## config.mk

```make
export PLATFORM = sky130hd
export DESIGN_NAME = branch_redirect_unit
export DESIGN_NICKNAME = d
export VERILOG_FILES = /design/src/rtl/lc3b_types.sv /design/src/rtl/branch_cond_eval.sv /design/src/rtl/branch_redirect_unit.sv
export SDC_FILE = /design/constraint.sdc
export NUM_CORES = 1
export LEC_CHECK = 0
export ABC_AREA = 1
export ABC_CLOCK_PERIOD_IN_PS = 3250
export CAP_MARGIN = 20
export CORE_ASPECT_RATIO = 1.25
export CORE_UTILIZATION = 39
export CTS_CLUSTER_SIZE = 12
export DETAILED_ROUTE_END_ITERATION = 8
export GPL_TIMING_DRIVEN = 0
export PLACE_DENSITY = 0.94
export SLEW_MARGIN = 10
export SYNTH_ARGS = -nofsm -noshare
export SYNTH_HDL_FRONTEND = slang
export SYNTH_SLANG_ARGS = --single-unit
```

## constraint.sdc

```tcl
create_clock -name clk -period 3.25 [get_ports clk]
set_input_delay 0.4875 -clock clk [delete_from_list [all_inputs] [get_ports clk]]
set_output_delay 0.4875 -clock clk [all_outputs]
set_load 0.05 [all_outputs]
```

## src/rtl/lc3b_types.sv

```systemverilog
// Shared LC-3b type definitions: opcodes, redirect-unit FSM states and
// trap vector address constants.
package lc3b_types;

  typedef enum logic [3:0] {
    op_br   = 4'b0000,
    op_add  = 4'b0001,
    op_ldb  = 4'b0010,
    op_stb  = 4'b0011,
    op_jsr  = 4'b0100,
    op_and  = 4'b0101,
    op_ldr  = 4'b0110,
    op_str  = 4'b0111,
    op_rti  = 4'b1000,
    op_not  = 4'b1001,
    op_ldi  = 4'b1010,
    op_sti  = 4'b1011,
    op_jmp  = 4'b1100,
    op_shf  = 4'b1101,
    op_lea  = 4'b1110,
    op_trap = 4'b1111
  } lc3b_opcode;

  typedef enum logic [1:0] {
    S_IDLE      = 2'b00,
    S_TRAP_READ = 2'b01,
    S_REDIRECT  = 2'b10
  } lc3b_redirect_state;

  // Trap vectors index a table of 16-bit words, so the byte offset is vect*2
  localparam int lc3b_trap_shift = 1;

endpackage

```

## src/rtl/branch_cond_eval.sv

```systemverilog
// Evaluates the LC-3b BR condition: taken when any requested condition
// (n, z, p) matches the current condition codes.
module branch_cond_eval (
  input  logic [2:0] nzp,
  input  logic [2:0] cc,
  output logic       taken
);

  assign taken = |(nzp & cc);

endmodule

```

## src/rtl/branch_redirect_unit.sv

```systemverilog
// MEM-stage control-flow resolution for the LC-3b pipeline: classifies
// BR/JMP/JSR/JSRR/TRAP, performs the trap vector read and drives the fetch
// redirect handshake.
// Optional build macro BRANCH_REDIRECT_STATS_EN adds saturating counters of
// taken and not-taken control-flow instructions.
module branch_redirect_unit
  import lc3b_types::*;
#(
  parameter logic [15:0] TRAP_BASE = 16'h0000
) (
  input  logic        clk,
  input  logic        reset,
  input  logic        stall,
  input  logic        valid_in,
  input  logic [3:0]  opcode,
  input  logic [2:0]  nzp,
  input  logic [2:0]  cc,
  input  logic [15:0] br_target,
  input  logic [15:0] reg_target,
  input  logic        jsr_imm,
  input  logic [7:0]  trapvect8,
  input  logic [15:0] trap_rdata,
  input  logic        trap_resp,
  input  logic        fetch_ready,
  output logic        branch_enable,
  output logic        is_j,
  output logic        is_jsr,
  output logic        is_trap,
  output logic        trap_read,
  output logic [15:0] trap_addr,
  output logic        redirect_valid,
  output logic [15:0] redirect_pc,
  output logic        busy
`ifdef BRANCH_REDIRECT_STATS_EN
  ,
  output logic [15:0] taken_count,
  output logic [15:0] not_taken_count
`endif
);

  lc3b_redirect_state state;
  logic               br_taken;
  logic               detect;
  logic               is_br_op;
  logic               direct_redirect;
  logic [15:0]        sel_target;

  branch_cond_eval u_cond (
    .nzp   (nzp),
    .cc    (cc),
    .taken (br_taken)
  );

  // Classify the MEM-stage instruction and pick its redirect target
  always_comb begin
    detect          = (state == S_IDLE) && valid_in && !stall && !reset;
    is_br_op        = detect && (opcode == op_br);
    branch_enable   = is_br_op && br_taken;
    is_j            = detect && (opcode == op_jmp);
    is_jsr          = detect && (opcode == op_jsr);
    is_trap         = detect && (opcode == op_trap);
    direct_redirect = branch_enable || is_j || is_jsr;
    sel_target      = br_target;
    if (opcode == op_jmp) begin
      sel_target = reg_target;
    end else if (opcode == op_jsr) begin
      sel_target = jsr_imm ? br_target : reg_target;
    end
  end

  // Redirect FSM with registered handshake and status outputs
  always_ff @(posedge clk or posedge reset) begin
    if (reset) begin
      state          <= S_IDLE;
      trap_read      <= 1'b0;
      trap_addr      <= 16'h0000;
      redirect_valid <= 1'b0;
      redirect_pc    <= 16'h0000;
      busy           <= 1'b0;
    end else begin
      case (state)
        S_IDLE: begin
          if (direct_redirect) begin
            redirect_pc    <= sel_target;
            redirect_valid <= 1'b1;
            busy           <= 1'b1;
            state          <= S_REDIRECT;
          end else if (is_trap) begin
            trap_addr <= TRAP_BASE + ({8'h00, trapvect8} << lc3b_trap_shift);
            trap_read <= 1'b1;
            busy      <= 1'b1;
            state     <= S_TRAP_READ;
          end
        end
        S_TRAP_READ: begin
          if (trap_resp) begin
            redirect_pc    <= trap_rdata;
            trap_read      <= 1'b0;
            redirect_valid <= 1'b1;
            state          <= S_REDIRECT;
          end
        end
        S_REDIRECT: begin
          if (fetch_ready) begin
            redirect_valid <= 1'b0;
            busy           <= 1'b0;
            state          <= S_IDLE;
          end
        end
        default: begin
          trap_read      <= 1'b0;
          redirect_valid <= 1'b0;
          busy           <= 1'b0;
          state          <= S_IDLE;
        end
      endcase
    end
  end

`ifdef BRANCH_REDIRECT_STATS_EN
  // Saturating counts of taken (incl. JMP/JSR/TRAP) and not-taken resolutions
  always_ff @(posedge clk or posedge reset) begin
    if (reset) begin
      taken_count     <= 16'h0000;
      not_taken_count <= 16'h0000;
    end else begin
      if ((direct_redirect || is_trap) && (taken_count != 16'hFFFF)) begin
        taken_count <= taken_count + 16'h0001;
      end
      if (is_br_op && !br_taken && (not_taken_count != 16'hFFFF)) begin
        not_taken_count <= not_taken_count + 16'h0001;
      end
    end
  end
`endif

endmodule

```

# Yosys cells after proc, flatten, opt, wreduce, memory -nomap -nowiden
# Cells that the tools add are included.
totals:
  reg_bits: 29
  inputBits: 73
  out_inout_bits: 39
  word_cells: 64
op_classes:
  eq_ne: 11
  muxes: 21
  bitwise_logic: 4
  n_reduce_logical: 22
op_table:
  columns: ["cell", "count"]
  rows:
  - ["16-bit two-way mux", 5]
  - ["16-bit case mux with 2 select lines", 1]
  - ["3-bit AND reduction", 5]
  - ["2-bit != test (second input constant)", 5]
  - ["1-bit case mux with 3 select lines", 3]
  - ["4-bit == test (second input constant)", 2]
  - ["1-bit logical AND", 8]
  - ["2-bit two-way mux", 4]
  - ["1-bit two-way mux", 7]
  - ["2-bit case mux with 3 select lines", 1]
  - ["4-bit by 3-bit == test with 1-bit output (second input constant)", 1]
  - ["4-bit logical NOT", 1]
  - ["4-bit AND reduction", 1]
  - ["3-bit bitwise AND", 1]
  - ["3-bit != test (second input constant)", 1]
  - ["1-bit NOT", 3]
  - ["3-bit OR reduction", 1]
  - ["2-bit by 1-bit == test with 1-bit output (second input constant)", 1]
  - ["2-bit == test (second input constant)", 1]
  - ["1-bit logical NOT", 2]
  - ["2-bit logical NOT", 1]
  - ["1-bit logical OR", 2]
  - ["2-bit nonzero test", 1]

# Longest topological paths before layout
logic_depth:
  word_depth: 10
  mapped_depth: 9
  ltp_nobuf: 8

# Cells and area by module
# A second synthesis with hierarchy kept.
hier_totals:
  hier_cells: 249
  hier_area_um2: 1798.0
by_module_without_submodules:
  columns: ["mod", "n_inst", "cells_per_inst", "area_per_inst_um2", "seq_area_each_um2"]
  rows:
  - ["branch_redirect_unit", 1, 245, 1781.7, 725.7]
  - ["branch_cond_eval", 1, 4, 16.3, 0.0]

# Worst setup path before layout
# OpenSTA, ideal clock, no wires.
synth_path:
  path_type: "input to output"
  start: "input port reset"
  end: "output port is_j"
  arrival_time_ps: 1977
  required_ps: 2762
  path_slack_ps: 785
  stages: 5
  n_path_buf: 0
  cell_sequence: "inv_2 > nand3_2 > nor2_8 > nand4_1 > nor2_1"
synth_between:
  elab_chain_len: 3
synth_lines:
  columns: ["item", "line_no", "rtl"]
  rows:
  - ["start: declaration", "branch_redirect_unit.sv:12", "input logic reset,"]
  - ["1-bit logical NOT (no source line)", null, null]
  - ["1-bit logical AND", "branch_redirect_unit.sv:56", "detect = (state == S_IDLE) && valid_in && !stall && !reset;"]
  - ["1-bit logical AND", "branch_redirect_unit.sv:59", "is_j = detect && (opcode == op_jmp);"]
  - ["end: declaration", "branch_redirect_unit.sv:26", "output logic is_j,"]
# Every way passes these cells.

# Final worst setup path
layout_path:
  start: "input port reset"
  end: "output port branch_enable"
layout_between:
  elab_chain_len: 4
layout_lines:
  columns: ["item", "line_no", "rtl"]
  rows:
  - ["1-bit logical NOT (no source line)", null, null]
  - ["1-bit logical AND", "branch_redirect_unit.sv:56", null]
  - ["1-bit logical AND", "branch_redirect_unit.sv:57", "is_br_op = detect && (opcode == op_br);"]
  - ["1-bit logical AND", "branch_redirect_unit.sv:58", "branch_enable = is_br_op && br_taken;"]
  - ["end: declaration", "branch_redirect_unit.sv:25", "output logic branch_enable,"]
# Every way passes these cells.

==> impl_metrics.yaml <==
clock_network:
  cts_sinks: 29
  cts.path.max_buffers: 2
  clk_root_buffer_cell: "clkbuf_8"
  hold_buffers: 0
  cts_inserted_buffers: 5
  cts_setup_buffers: 0
  clk_pin_slew_ps: 60
  insertion_delay_ps: 280
  cts_tree: "done"
  htreeDepth: 2
yosys:
  avgSynthCellArea_um2: 7.72
  synth.top_cell.area_share_pct: 41.6
  synth_cells: 226
  yosysTopAreaCell: "dfrtp_1"
  netlist-cell-type-count: 24
  synth_area_um2: 1740
  yosys_warnings: 0
  synth_top_cells_by_area: "dfrtp_1 42%, nand2_1 20%, nand3_1 11%"
  ys_ff_latch: 29
  synth.yosys.seq_area_share_pct: 41.6
final_layout:
  syn2layout_area_growth_pct: 71.7
  antenna_cells: 0
  final_common_cell: "clkdlybuf4s50_1"
  fin_nets: 416
  drive_gt1_share_pct: 14.0
  layout_common_cells: "100 x clkdlybuf4s50_1, 93 x nand2_1, 38 x nand3_1"
  n_fill_cell: 322
worst_setup_path:
  crit_top_cell: "clkdlybuf4s50_1"
  cp-end-kind: "output pin"
  critPathBufInv: 4
  slowest_delay_ps: 800
  required_ps: 2760
  cp_slowest_cell: "clkdlybuf4s50_1"
  arrival_ps: 2580
  crit_chain: "clkdlybuf4s50_1, inv_4, nand3_2, nor2_8, inv_2, nor2_1, clkdlybuf4s50_1"
  worstPathMaxFanout: 30
  crit_type: "in -> out"
  startpoint_type: "input port"
  path_delay_family: "buffers and inverters"
sta:
  setup_ws_ps: 186
  finalSetupViolCount: 0
  timing.fmax_mhz: 326
  period_minus_slack_ps: 3060
  holdWs_ps: 477
  timing.final.crit_share_pct: 94.3
  skew_ps: 3.49
  grt_setup_unrepaired: "false"
  max_slew_margin_pct: 64.0
  hold_viol: 0
  tightest_slew_ps: 538
  report.final.slew_viol_count: 0
detailed_routing:
  wire_per_inst_um: 12.4
  num_vias: 1941
  firstDrtPassIters: 4
  routed_via_density: 4.85
  drtIter0Drc: 67
  remaining_drc_errors: 0
  antenna_left: 0
  routed_wl_um: 4940
min_path:
  hp-class: "reg -> reg"
floorplanning:
  die_h_um: 76.8
  initial_core_util_pct: 41.6
  die_x_um: 61.8
  die_area_um2: 4750
  io_pins: 112
  core_area_um2: 4200
  rows: 26
placed_design:
  place_congestion: 0.768
  port_buffers: 103
  dp_slack_ps: -400
  hpwl_um: 3890
power_and_ir_drop:
  p_total_mw: 1.64
  power_leakage_nw: 1.50
  ir_drop_mv: 0.350
  power_density_nw_per_um2: 547
outcome:
  status: "finished clean"
run:
  maxCapViolCount: 0
global_route:
  grt_remaining_overflow: 0
  grt_pass1_wl_um: 7910
  first_global_vias: 1915
  grt_max_degree: 31
  antenna_found_initial: 0
  gr-usage-all-layers_pct: 21.7
tightest hold or removal path, stage by stage, from the launching register on:
cell and delay (ps):
dfrtp_1 350, nand2_1 60, nand2_1 40
synthesized netlist by cell type:
| master | number |
|---|---|
| nand3_2 | 2 |
| buf_4 | 9 |
| inv_2 | 6 |
| o211ai_2 | 4 |
| o21ai_1 | 1 |
| buf_2 | 5 |
| nand4_1 | 1 |
| nand2_1 | 93 |
| nand3_4 | 1 |
| dfrtp_1 | 29 |
| inv_6 | 1 |
| a21oi_1 | 1 |
| buf_8 | 1 |
| nor2_4 | 2 |
| nand3_1 | 38 |
| conb_1 | 1 |
| nand2_2 | 3 |
| nor2_1 | 7 |
| nor3_4 | 1 |
| inv_1 | 4 |
| buf_6 | 1 |
| o211ai_1 | 12 |
| or2_2 | 2 |
| nor2_8 | 1 |
path summary, 6_finish.rpt:
check                                      startpoint                          end  slack, ps  cells after the start
min reg2reg                redirect_valid$_DFFE_PP0P_   redirect_valid$_DFFE_PP0P_        480                      2
max in group asynchronous                       reset  redirect_pc[12]$_DFFE_PP0P_       2390                      2
max reg2reg                      state[1]$_DFFE_PP0P_   redirect_pc[0]$_DFFE_PP0P_       1740                      9
max                                             reset                branch_enable        190                      7
min in group asynchronous                       reset        trap_read$_DFFE_PP0P_        590                      2
min                        redirect_valid$_DFFE_PP0P_   redirect_valid$_DFFE_PP0P_        480                      2
what timing repair did:
action	4_1_cts	5_1_grt
setup endpoints to repair	4	3
cloned	0	0
resized for setup	2	4
state kept, by name, summed over array words and instances (netlist names):
name,cells
state,2
busy,1
redirect_pc,16
redirect_valid,1
trap_addr,8
trap_read,1
cell type report:
class / count / area [um2] / share of cell area (%)
buffer: 16 / 119 / 3.97
clock buffer: 6 / 82.6 / 2.76
clock inverter: 2 / 37.5 / 1.25
inverter: 11 / 48.8 / 1.63
multi-input combinational: 177 / 880 / 29.4
sequential: 29 / 726 / 24.2
tap: 56 / 70.1 / 2.34
timing repair buffer: 103 / 1030 / 34.4
stage by stage:
step           util (%)  setup TNS, ps  area [um2]  cells
3_5_place_dp       68.4           -798        2870    392
6_report           71.3              0        2990    400
5_1_grt            71.3              0        2990    400
3_3_place_gp       68.4           -686        2870    392
4_1_cts            71.3              0        2990    400
2_1_floorplan         -              0        1770    233
where the power goes:
part           internal, mW  switching, mW
Combinational         0.280          0.472
Clock                 0.249          0.141
Sequential            0.448         0.0490
Total                 0.977          0.662
cell families after synthesis:
group | count (synthesis) | share of synthesized area [%]
buffers and inverters | 27 | 9.47
other | 1 | 0.215
AO/OA/AOI/OAI | 18 | 8.61
AND/OR/NAND/NOR | 151 | 40.1
flip-flops | 29 | 41.6
metal layers:
metal / routed length (um) / track usage [%] / up-vias
li1: - / - / 959
met1: 1840 / 22.7 / 875
met2: 2580 / 39.7 / 99
met3: 451 / 6.07 / 8
met4: 68 / 6.67 / 0
met5: 0 / 0 / -
(Power assumes the default switching activity.)
